<file path="src/rtl/mio_arb_pkg.sv">
// ---------------------------------------------------------------------------
// mio_arb_pkg
// Shared types and constants for the MIO bus arbiter.
//   arb_state_t           : transaction phase (IDLE / ACCESS / DONE)
//   CNT_W                 : width of the access-window down-counter
//   DEFAULT_ACCESS_CYCLES : default bus hold time per transaction
// ---------------------------------------------------------------------------
package mio_arb_pkg;

    typedef enum logic [1:0] {
        IDLE   = 2'd0,
        ACCESS = 2'd1,
        DONE   = 2'd2
    } arb_state_t;

    localparam int CNT_W                 = 4;
    localparam int DEFAULT_ACCESS_CYCLES = 2;

endpackage

</file>
<file path="src/rtl/rr_arb2.sv">
// ---------------------------------------------------------------------------
// rr_arb2
// Two-input round-robin picker, purely combinational.
//   req[1:0] : request vector, bit i = master i
//   last     : index of the master granted most recently
//   grant    : index of the chosen master (meaningful when valid = 1)
//   valid    : at least one master is requesting
// On a tie the master that did not win last time is chosen.
// ---------------------------------------------------------------------------
module rr_arb2 (
    input  logic [1:0] req,
    input  logic       last,
    output logic       grant,
    output logic       valid
);

    always_comb begin
        valid = |req;
        if (&req) begin
            grant = ~last;
        end else begin
            grant = req[1];
        end
    end

endmodule

</file>
<file path="src/rtl/mio_bus_arbiter.sv">
// ---------------------------------------------------------------------------
// mio_bus_arbiter
// Shares the single MIO peripheral bus between CPU core 0 and core 1.
// A granted master's direction, address and write data are latched and held
// on the bus for ACCESS_CYCLES cycles; read data is captured on the last
// access edge and returned with a one-cycle acknowledge.
//
// Ports:
//   clk, rst                 : clock, synchronous active-high reset
//   mN_req/we/addr/wdata     : master N request (held until mN_ack)
//   mN_ack, mN_rdata         : completion pulse and read data for master N
//   mem_w, mem_r             : bus write / read strobes
//   addr_bus, Cpu_data2bus   : bus address and write data
//   Cpu_data4bus             : bus read data
//   owner                    : master of the current or last transaction
//   busy                     : transaction in progress (ACCESS or DONE)
// ---------------------------------------------------------------------------
module mio_bus_arbiter
    import mio_arb_pkg::*;
#(
    parameter int ACCESS_CYCLES = DEFAULT_ACCESS_CYCLES
) (
    input  logic        clk,
    input  logic        rst,
    input  logic        m0_req,
    input  logic        m0_we,
    input  logic [31:0] m0_addr,
    input  logic [31:0] m0_wdata,
    output logic        m0_ack,
    output logic [31:0] m0_rdata,
    input  logic        m1_req,
    input  logic        m1_we,
    input  logic [31:0] m1_addr,
    input  logic [31:0] m1_wdata,
    output logic        m1_ack,
    output logic [31:0] m1_rdata,
    output logic        mem_w,
    output logic        mem_r,
    output logic [31:0] addr_bus,
    output logic [31:0] Cpu_data2bus,
    input  logic [31:0] Cpu_data4bus,
    output logic        owner,
    output logic        busy
);

    localparam logic [CNT_W-1:0] CNT_LOAD = CNT_W'(ACCESS_CYCLES - 1);

    arb_state_t       state;
    arb_state_t       state_next;
    logic [CNT_W-1:0] cnt;
    logic             last;
    logic             sel_we;
    logic [31:0]      sel_addr;
    logic [31:0]      sel_wdata;
    logic             pick;
    logic             pick_valid;
    logic             grant_now;
    logic             access_end;

    rr_arb2 u_rr_arb2 (
        .req   ({m1_req, m0_req}),
        .last  (last),
        .grant (pick),
        .valid (pick_valid)
    );

    assign grant_now  = (state == IDLE) && pick_valid;
    assign access_end = (state == ACCESS) && (cnt == '0);

    // State register.
    // NOTE: sequential state uses non-blocking (<=) so every flop samples the
    // pre-edge values of the others, independent of statement order.
    always_ff @(posedge clk) begin
        if (rst) begin
            state <= IDLE;
        end else begin
            state <= state_next;
        end
    end

    // Next-state logic.
    // NOTE: a default is assigned before any branch so every path writes
    // state_next; a missing path here would infer a latch.
    always_comb begin
        state_next = state;
        unique case (state)
            IDLE:    if (pick_valid) state_next = ACCESS;
            ACCESS:  if (cnt == '0)  state_next = DONE;
            DONE:    state_next = IDLE;
            default: state_next = IDLE;
        endcase
    end

    // Bus drive: only ACCESS puts anything on the bus.
    always_comb begin
        mem_w        = 1'b0;
        mem_r        = 1'b0;
        addr_bus     = '0;
        Cpu_data2bus = '0;
        busy         = (state != IDLE);
        if (state == ACCESS) begin
            mem_w        = sel_we;
            mem_r        = ~sel_we;
            addr_bus     = sel_addr;
            Cpu_data2bus = sel_wdata;
        end
    end

    // Control and result registers.
    always_ff @(posedge clk) begin
        if (rst) begin
            cnt      <= '0;
            last     <= 1'b1;   // core 0 wins the first tie
            owner    <= 1'b0;
            m0_ack   <= 1'b0;
            m1_ack   <= 1'b0;
            m0_rdata <= '0;
            m1_rdata <= '0;
        end else begin
            m0_ack <= access_end && (owner == 1'b0);
            m1_ack <= access_end && (owner == 1'b1);
            if (grant_now) begin
                cnt   <= CNT_LOAD;
                last  <= pick;
                owner <= pick;
            end else if ((state == ACCESS) && (cnt != '0)) begin
                cnt <= cnt - 1'b1;
            end
            if (access_end) begin
                if (owner) m1_rdata <= Cpu_data4bus;
                else       m0_rdata <= Cpu_data4bus;
            end
        end
    end

    // Latched request payload.
    // NOTE: deliberately not reset -- it is only visible during ACCESS, and
    // ACCESS can only be entered through a grant, which loads it.
    always_ff @(posedge clk) begin
        if (grant_now) begin
            sel_we    <= pick ? m1_we    : m0_we;
            sel_addr  <= pick ? m1_addr  : m0_addr;
            sel_wdata <= pick ? m1_wdata : m0_wdata;
        end
    end

endmodule

</file>
<file path="config.mk">
export PLATFORM = sky130hd
export DESIGN_NAME = mio_bus_arbiter
export DESIGN_NICKNAME = d
export VERILOG_FILES = /design/src/rtl/mio_arb_pkg.sv /design/src/rtl/rr_arb2.sv /design/src/rtl/mio_bus_arbiter.sv
export SDC_FILE = /design/constraint.sdc
export NUM_CORES = 1
export LEC_CHECK = 0
export BUFFER_PORTS_ARGS = -buffer_cell sky130_fd_sc_hd__buf_4
export CORE_ASPECT_RATIO = 0.7
export CORE_MARGIN = 5
export CORE_UTILIZATION = 52
export CTS_BUF_LIST = sky130_fd_sc_hd__clkbuf_4 sky130_fd_sc_hd__clkbuf_8
export DETAILED_ROUTE_END_ITERATION = 8
export GPL_ROUTABILITY_DRIVEN = 0
export PLACE_DENSITY = 0.88
export SETUP_SLACK_MARGIN = 0.1
export SLEW_MARGIN = 20
export SYNTH_ARGS = -nofsm -noshare
export SYNTH_HDL_FRONTEND = slang
export SYNTH_SLANG_ARGS = --single-unit
</file>
<file path="constraint.sdc">
create_clock -name clk -period 6.55 [get_ports clk]
set_input_delay 0.3275 -clock clk [delete_from_list [all_inputs] [get_ports clk]]
set_output_delay 0.3275 -clock clk [all_outputs]
set_load 0.05 [all_outputs]
</file>
==> results of run 1 <==
cells by family after synthesis:
logic type	Yosys count	share of synthesized area
mux	129	0.219
flops	139	0.547
buf+inv	37	0.0289
simple gates	187	0.188
compound gates	13	0.0152
fa+ha+maj	1	0.00199
power by group:
part           leakage (µW)  switching [µW]  internal (µW)  total, µW
Sequential          0.00124            26.9           1000       1030
Combinational       0.00261             387            242        629
Clock              0.000208             352            357        709
flip-flops by register name, indices dropped and copies added, names as in the netlist:
register / cells
m0_rdata: 32
m1_rdata: 32
sel_addr: 32
sel_wdata: 32
cnt: 4
state: 2
last: 1
m0_ack: 1
m1_ack: 1
owner: 1
sel_we: 1
per-layer routing:
metal / GRT usage / part of all wire / vias up
met5: 0 / 0 / -
met4: 0.0879 / 0.023 / 0
met3: 0.0552 / 0.061 / 28
met2: 0.437 / 0.54 / 179
met1: 0.269 / 0.38 / 2245
li1: - / - / 2326
layout by cell type (no fill, tap or decap), types with 5 or more instances in the layout:
master	netlist	final
buf_4	2	303
nand2b_1	97	97
nor2_1	6	6
mux2i_1	64	64
and2_1	66	66
nand2_1	5	5
dfxtp_1	74	74
mux2_2	65	65
edfxtp_1	65	65
clkbuf_8	0	18
worst register-to-register path, cell delays in order (launching register included):
cell	delay, ns
dfxtp_1	0.35
a21boi_4	0.86
buf_4	0.54
mux2_2	0.42
layout make-up:
cell class | instances | area, µm² | share of cell area
Inverter | 5 | 18.8 | 0.00208
Sequential cell | 139 | 3430 | 0.380
Multi-Input combinational cell | 330 | 2680 | 0.296
Clock inverter | 14 | 155 | 0.0172
Clock buffer | 18 | 248 | 0.0274
Timing Repair Buffer | 304 | 2300 | 0.255
Tap cell | 157 | 196 | 0.0218
worst min-delay path by stage:
stage                                         start                        end  slack (ns)  cells after the start
final                              Cpu_data4bus[12]  m0_rdata[12]$_SDFFE_PP0P_        0.18                      3
after global routing                   m1_wdata[15]    sel_wdata[15]$_DFFE_PP_        0.16                      2
after CTS                          Cpu_data4bus[12]  m0_rdata[12]$_SDFFE_PP0P_        0.16                      3
after detailed placement  m0_rdata[28]$_SDFFE_PP0P_  m0_rdata[28]$_SDFFE_PP0P_        0.46                      2
after global placement     m1_rdata[3]$_SDFFE_PP0P_   m1_rdata[3]$_SDFFE_PP0P_        0.46                      2
after floorplan                   last$_SDFFE_PP1P_          last$_SDFFE_PP1P_        0.48                      1
through the flow:
stage | hold slack [ns] | power [µW] | cells
after floorplan | 0.476 | 1450 | 506
after global routing | 0.158 | 2460 | 967
final | 0.185 | 2370 | 967
after global placement | 0.461 | 1660 | 934
after detailed placement | 0.465 | 1680 | 934
after CTS | 0.157 | 2390 | 966
==> summary.txt, run 1 <==
DR vias = 4778
leakage = 0.00406 µW
R2R Path Start = last$_SDFFE_PP1P_
CP endpoint kind = flop
Synth Warn # = 0
CP peak stage delay = 0.86 ns
period utilization = 0.368
CTS tree = yes
Remaining DRCs = 0
global-route wire length before repair = 26500 µm
Post-Route Skew = 0.0148 ns
CP Capture Point = sel_wdata[23]$_DFFE_PP_
Achievable Freq = 0.415 GHz
layout cells sized above 1 = 0.504
HPWL after DPL = 13200 µm
Reg2Reg Setup Slack = 4.14 ns
most used flip-flop cell after synthesis = dfxtp_1
ys async rst share = 0
CP arrival = 2.59 ns
Slew Viols, Final = 0
fin nets = 964
Buf/Inv on CP = 1
post-synthesis cell type count = 32
Worst setup SP type = flop
critical path class = reg2reg
MaxCap Viol Count = 0
Slew HR = 0.273
register bit count reported by yosys = 139
post-CTS setup buffers = 0
Placed Instance Area = 8600 µm²
final hold violation count = 0
CTS buffer count = 17
die area = 14400 µm²
largest net degree at the start of global routing = 107
DR vias/cell = 4.94
router iterations before antenna repair = 4
post_cts resized = 0
Starting Density = 0.533
fin crit period = 2.41 ns
synth cell count leaders = nand2b_1 (97), dfxtp_1 (74), and2_1 (66)
number of diodes = 0
syn_area_per_cell = 12.4 µm²
Area Growth Syn to Fin = 44.0%
DRT antenna net count = 0
pre-CTS setup slack = 4.03 ns
outcome = completed
CTS hold repair buffers = 0
worst path cell trace = a21boi_4 > buf_4 > mux2_2
Slowest cell on crit path = a21boi_4
Fillers = 775
Boundary Pins = 300
Mapped Area = 6270 µm²
TNS Setup = 0 ns
final setup vio count = 0
Net Count, Synth = 673
Max FO, Critical Path = 34
Die Y = 102 µm
Post-synth EDFFs = 65
Die Wd = 141 µm
Hold/Removal Path Class = in2reg
worst skew pair latency = 0.43 ns
row cnt = 33
Final Cell Area = 9030 µm²
vias in the first global route = 5046
CTS Root Cell = clkbuf_8
RSZ-0062 raised after global routing = false
Routed WL per cell = 17.9 µm
H-tree depth = 4
overall routing resource usage = 0.236
CTS clk-pin slew, worst paths = 0.09 ns
fin worst setup slack = 4.14 ns
most common cell in the netlist = nand2b_1
DR iter-0 viols = 213
Reg2Reg Capture Point = sel_wdata[23]$_DFFE_PP_
fin util = 0.767
R2R depth = 3
total gr overflow = 0
post-synthesis cell count = 506
Worst Tran Pin Value = 1.09 ns
P per Cell Area = 262 nW/µm²
post-synthesis sequential area ratio = 0.547
clock tree sinks = 139
Port Buffer Count = 299
Core Area = 11800 µm²
CTS Buffer Depth = 2
Synth top area share = 0.311
Crit path max-delay family = compound AO/OA/AOI/OAI gates
Area contributors post-synth = edfxtp_1 (31%), dfxtp_1 (24%), mux2_2 (12%)
worst IR drop on VDD = 180 µV
Data required, critical path = 6.73 ns
Setup crit start = last$_SDFFE_PP1P_
post-synth top area cell = edfxtp_1
final WL = 17300 µm
stages on the worst setup path = 3
initial antenna violation count = 0
Note: power is estimated with default switching activity, not from simulation.
==> run 2: changes to the inputs <==
- ABC_AREA: not set -> 1
- CORE_UTILIZATION: 52 -> 45
- PLACE_DENSITY: 0.88 -> 0.79
- clock period: 6.55 -> 2.1 ns (I/O delays scaled with it)
==> run 2 against run 1 <==
Against the previous run: clock power grew to 3.2 times the previous value; first-iteration DRC count grew 120%; synthesized cell count up 95%; register-to-register slack got worse by 3.9 ns; sequential share of layout area decreased by 8.0 points; via count increased by 54%; die area up 31%; worst hold slack lost 0.16 ns; critical endpoint is now sel_addr[15]$_DFFE_PP_.
==> summary.txt, run 2 <==
row cnt = 38 (+15%)
P per Cell Area = 751 nW/µm² (+190%)
Slew Viols, Final = 0 (unchanged)
CTS Root Cell = clkbuf_8
worst IR drop on VDD = 568 µV (+220%)
Data required, critical path = 2.40 ns (-4.33 ns)
DRT antenna net count = 0 (unchanged)
TNS Setup = 0 ns (unchanged)
final hold violation count = 0 (unchanged)
outcome = completed
critical path class = reg2reg
initial antenna violation count = 0 (unchanged)
post-synthesis cell count = 989 (+95%)
Final Cell Area = 11400 µm² (+27%)
post-synthesis simple-gate area fraction = 0.358 (+0.170)
wl on met1 = 9490 µm (+44%)
Worst Tran Pin Value = 0.585 ns (-0.503 ns)
Die Y = 116 µm (+14%)
Top Metal Used = met4
Area contributors post-synth = edfxtp_1 (27%), dfxtp_1 (20%), nand2_1 (17%)
Reg2Reg Setup Slack = 0.22 ns (-3.93 ns)
post-synthesis mux area share = 0 (-0.219)
ys async rst share = 0 (unchanged)
final setup vio count = 0 (unchanged)
Net Count, Synth = 1156 (+72%)
post-synthesis cell type count = 22 (-31%)
global-route wire length before repair = 37100 µm (+40%)
Remaining DRCs = 0 (unchanged)
post-synthesis sequential area ratio = 0.472 (-0.0755)
largest net degree at the start of global routing = 68 (-36%)
total gr overflow = 0 (unchanged)
most used flip-flop cell after synthesis = dfxtp_1
CTS buffer count = 17 (unchanged)
Synth top area share = 0.268 (-0.0429)
Placed Instance Area = 9610 µm² (+12%)
routed wl met2 = 11400 µm (+23%)
DR vias = 7338 (+54%)
DR iter-0 viols = 468 (+120%)
final WL = 23400 µm (+35%)
Slew HR = 0.610 (+0.337)
vias in the first global route = 7543 (+49%)
CTS Buffer Depth = 2 (unchanged)
Boundary Pins = 300 (unchanged)
CP endpoint kind = flop
router iterations before antenna repair = 5 (+1)
fin nets = 1579 (+64%)
MaxCap Viol Count = 0 (unchanged)
Max FO, Critical Path = 65 (+91%)
overall routing resource usage = 0.245 (+0.00933)
HPWL after DPL = 14900 µm (+12%)
Area Growth Syn to Fin = 57.2%
worst skew pair latency = 0.43 ns (about the same)
post-synth top area cell = edfxtp_1
met3 WL = 1730 µm (+63%)
Post-synth EDFFs = 65 (unchanged)
fin crit period = 1.88 ns (-0.524 ns)
post-CTS setup buffers = 0 (unchanged)
synth cell count leaders = nand2_1 (339), inv_1 (232), nor2_1 (94)
clock tree sinks = 139 (unchanged)
CP arrival = 2.18 ns (-0.41 ns)
CTS tree = yes
Hold/Removal Path Class = in2reg
Fillers = 1130 (+46%)
xor and xnor area share after synthesis = 0 (unchanged)
Starting Density = 0.464 (-0.0693)
commonest non-fill, non-tap cell in the layout = nand2_1
Synth Warn # = 0 (unchanged)
DR vias/cell = 4.52 (-8.6%)
syn_area_per_cell = 7.36 µm² (-41%)
fin util = 0.729 (-0.0383)
largest family of logic cells by synthesized area = simple AND/OR/NAND/NOR gates
RSZ-0062 raised after global routing = false
number of diodes = 0 (unchanged)
Synth Area in Adders = 0.00172 (-0.000275)
die area = 18900 µm² (+31%)
Core Area = 15700 µm² (+33%)
most frequent cells in the layout = nand2_1 (337), buf_4 (308), inv_1 (231)
Routed WL per cell = 14.4 µm (-20%)
Mapped Area = 7280 µm² (+16%)
Post-Route Skew = 0.0177 ns (+0.00289 ns)
post-synthesis compound-gate area fraction = 0.00241 (-0.0128)
Port Buffer Count = 299 (unchanged)
leakage = 0.00597 µW (+47%)
H-tree depth = 4 (unchanged)
most common cell in the netlist = nand2_1
Worst setup SP type = flop
CTS clk-pin slew, worst paths = 0.09 ns (about the same)
register bit count reported by yosys = 139 (unchanged)
Achievable Freq = 0.531 GHz (+28%)
Die Wd = 162 µm (+15%)
period utilization = 0.897 (+0.529)
Register Area = 3440 µm² (+0.11%)
layout cells sized above 1 = 0.326 (-0.177)
Multi-input gate area = 2650 µm² (-0.89%)
## run 2: final timing paths
path | cells past startpoint | to | startpoint
worst max register to register | 7 | sel_addr[15]$_DFFE_PP_ | last$_SDFFE_PP1P_
worst min-delay path | 5 | m1_rdata[9]$_SDFFE_PP0P_ | Cpu_data4bus[9]
worst min register to register | 2 | last$_SDFFE_PP1P_ | last$_SDFFE_PP1P_
worst max-delay path | 7 | sel_addr[15]$_DFFE_PP_ | last$_SDFFE_PP1P_
## run 2: worst max-delay path: stages, from the launching register on
cell and delay (ns):
dfxtp_1 0.32, nand2_1 0.07, nand2_2 0.07, inv_2 0.07
buf_6 0.39, nand2_1 0.16, nand2_1 0.11, dlygate4sd3_1 0.56
## run 2: repair_timing
item | 4_1_cts | 5_1_grt
hold buffers | 141 | 0
hold endpoints to repair | 86 | 0
endpoints found under the setup margin | 0 | 62
gates resized for setup | 0 | 1
## run 2: cell type report
cell class | instances | area share
timing repair buffer | 453 | 0.332
sequential | 139 | 0.300
multi-input combinational | 564 | 0.232
inverter | 237 | 0.0780
clock buffer | 20 | 0.0230
tap | 200 | 0.0219
clock inverter | 12 | 0.0131
## run 2: per-stage QoR
stage          hold WS, ns  worst slack (ns)  power, µW  std cells
6_report            0.0280             0.216       8590       1625
5_1_grt             0.0197             0.105       9030       1625
4_1_cts           0.000298             0.132       8610       1625
3_5_place_dp         0.351             0.523       6050       1452
3_3_place_gp         0.353             0.607       6010       1452
2_1_floorplan        0.284            0.0952       5220        989
## run 2: layer usage
metal,track usage,vias to the layer above
met5,0,-
met4,0.0924,0
met3,0.0677,62
met2,0.436,277
met1,0.287,3307
li1,-,3692
## run 2: report_power, final
part	total (µW)	internal, µW	switching [µW]
combinational	3000	1090	1910
clock	2270	1230	1040
sequential	3320	3190	130
## run 2: kinds of logic (layout without fill, tap and decap cells)
| logic type | after synthesis | in the layout |
|---|---|---|
| and+or+nand+nor | 560 | 560 |
| buffers and inverters | 286 | 722 |
| DFF | 139 | 139 |
| AOI/OAI and AO/OA | 3 | 3 |
| adders and majority gates | 1 | 1 |
==> run 3: changes to the inputs <==
- clock period: 2.1 -> 1.7 ns (I/O delays scaled with it)
==> run 3 against run 2 <==
Against the previous run: worst hold slack gained 0.22 ns; non-clock buffer count grew 27; global-route usage grew 3.6 points; first-iteration DRC count grew 31%; core utilization grew 4.6 points; final cell count grew 2.0%; routed wire length grew 19%; register-to-register slack is essentially flat; setup slack lost 0.11 ns.
==> summary.txt, run 3 (synthesis gave the netlist of run 2 again) <==
worst hold slack = 0.252 ns (+0.224 ns)
CTS buffer count = 17 (unchanged)
CTS Buffer Depth = 2 (unchanged)
clock tree sinks = 139 (unchanged)
P per Cell Area = 894 nW/µm² (+19%)
CP peak stage delay = 0.36 ns (-0.20 ns)
final setup vio count = 0 (unchanged)
worst path cell trace = inv_4 > nand2_8 > buf_16 > nor2_1 > buf_6
CTS clk-pin slew, worst paths = 0.08 ns (about the same)
leakage = 0.00617 µW (+3.3%)
Setup crit start = state[1]$_SDFFE_PP0P_
fin nets = 1606 (+1.7%)
DR iter-0 viols = 614 (+31%)
power share of the combinational group = 0.374 (+0.025)
outcome = completed
Worst Tran Pin Value = 0.442 ns (-0.142 ns)
H-tree depth = 4 (unchanged)
fin worst setup slack = 0.104 ns (-0.112 ns)
worst skew pair latency = 0.44 ns (about the same)
Clock power frac = 0.248 (-0.016)
Hold/Removal Path Class = in2reg
most frequent cells in the layout = nand2_1 (337), buf_4 (258), inv_1 (230)
Achievable Freq = 0.627 GHz
CTS tree = yes
Int Pwr = 6760 µW (+23%)
final hold violation count = 0 (unchanged)
global-route wire length before repair = 41500 µm (+12%)
row cnt = 38 (unchanged)
total gr overflow = 0 (unchanged)
HPWL after DPL = 15200 µm (+2.1%)
commonest non-fill, non-tap cell in the layout = nand2_1
Routed WL per cell = 16.8 µm (+17%)
layout cells sized above 1 = 0.349 (+0.0229)
switching power = 4120 µW (+34%)
critical path class = reg2out
period utilization = 0.939
MaxCap Viol Count = 0 (unchanged)
fin util = 0.776 (+0.0464)
Port Buffer Count = 299 (unchanged)
Slew Viols, Final = 0 (unchanged)
Fillers = 1007 (-11%)
hold depth = 4 (-1)
TNS Setup = 0 ns (unchanged)
Slew HR = 0.705 (+0.0945)
Data required, critical path = 1.62 ns (-0.78 ns)
Area Growth Syn to Fin = 67.2%
Die Wd = 162 µm (unchanged)
Worst setup SP type = flop
startpoint of the worst hold path = m1_req
sw frac = 0.378 (+0.0198)
DR vias = 7855 (+7.0%)
Remaining DRCs = 0 (unchanged)
router iterations before antenna repair = 5 (unchanged)
Core Area = 15700 µm² (unchanged)
R2R Path Start = cnt[0]$_SDFFE_PP0P_
DR vias/cell = 4.74 (+5.0%)
Die Y = 116 µm (unchanged)
fin crit period = 1.60 ns
R2R depth = 8 (+1)
overall routing resource usage = 0.281 (+0.0361)
RSZ-0062 raised after global routing = true
final WL = 27800 µm (+19%)
stages on the worst setup path = 5 (-2)
DRT antenna net count = 0 (unchanged)
pre-CTS setup slack = 0.224 ns (-0.299 ns)
CP arrival = 1.51 ns (-0.67 ns)
Buf/Inv on CP = 3 (unchanged)
Max FO, Critical Path = 16 (-75%)
initial antenna violation count = 4 (+4)
CP endpoint kind = primary output
Starting Density = 0.464 (unchanged)
Crit path max-delay family = buffers and inverters
largest net degree at the start of global routing = 65 (-4.4%)
worst IR drop on VDD = 672 µV (+18%)
CTS Root Cell = clkbuf_8
die area = 18900 µm² (unchanged)
vias in the first global route = 7966 (+5.6%)
Boundary Pins = 300 (unchanged)
Slowest cell on crit path = dfxtp_4
Post-Route Skew = 0.0286 ns (+0.0109 ns)
sequential power share = 0.379 (-0.008)
==> run 3: cell types whose count changed in the layout (fill, tap and decap cells not counted), moves of 9 or more <==
cell           previous run  this run
nor2_1                   92        56
buf_4                   308       258
dlygate4sd3_1           141       163
buf_6                     1        43
nor2_4                    4        13
nor2_2                   53        80
==> run 3: path summary, 6_finish.rpt <==
path	end	slack, ns
setup / recovery	addr_bus[16]	0.10
hold reg to reg	last$_SDFFE_PP1P_	0.47
hold / removal	sel_addr[8]$_DFFE_PP_	0.25
setup reg to reg	m1_rdata[24]$_SDFFE_PP0P_	0.21
==> run 3: power by group through the flow <==
stage	clock network, µW	logic [µW]	registers, µW
floorplan	0	1870	4580
global placement	0	3320	4160
detailed placement	0	3350	4170
CTS	2730	3870	4100
global route	2900	4310	4150
finish	2690	4070	4120
==> run 3: what timing repair did <==
action | CTS | global route
setup buffers | 3 | 0
resized for setup | 52 | 49
setup endpoints to repair | 67 | 43
pin swaps | 1 | 1
hold endpoints to repair | 128 | 0
hold buffers | 163 | 0
gates cloned | 3 | 1
==> run 3: layout make-up <==
cell class / count / area, µm² / share of cell area
Tap cell: 200 / 250 / 0.0206
Timing Repair Buffer: 480 / 4380 / 0.360
Antenna cell: 5 / 12.5 / 0.00103
Clock buffer: 18 / 241 / 0.0198
Clock inverter: 14 / 143 / 0.0117
Inverter: 237 / 895 / 0.0735
Multi-Input combinational cell: 564 / 2800 / 0.230
Sequential cell: 139 / 3440 / 0.283
==> run 3: worst reg2reg max path, stage by stage (launching register included) <==
cell and delay, ns:
dfxtp_1 0.31, inv_1 0.09, ha_1 0.23, nand2_2 0.11, nor2_4 0.21, clkbuf_16 0.26, nand3_1 0.09, nand2_1 0.07
nor2_1 0.04
==> run 3: metrics by stage <==
stage               power [µW]  area [µm²]  cells
floorplan                 6440        7300    989
global placement          7480        9690   1451
detailed placement        7520        9690   1451
CTS                      10700       12000   1652
global route             11400       12200   1656
finish                   10900       12200   1657
==> run 3: metal layers <==
layer,vias to the layer above,wire (µm),track usage
li1,3756,-,-
met1,3575,10400,0.316
met2,422,14100,0.504
met3,102,2070,0.0720
met4,0,1360,0.139
met5,-,0,0
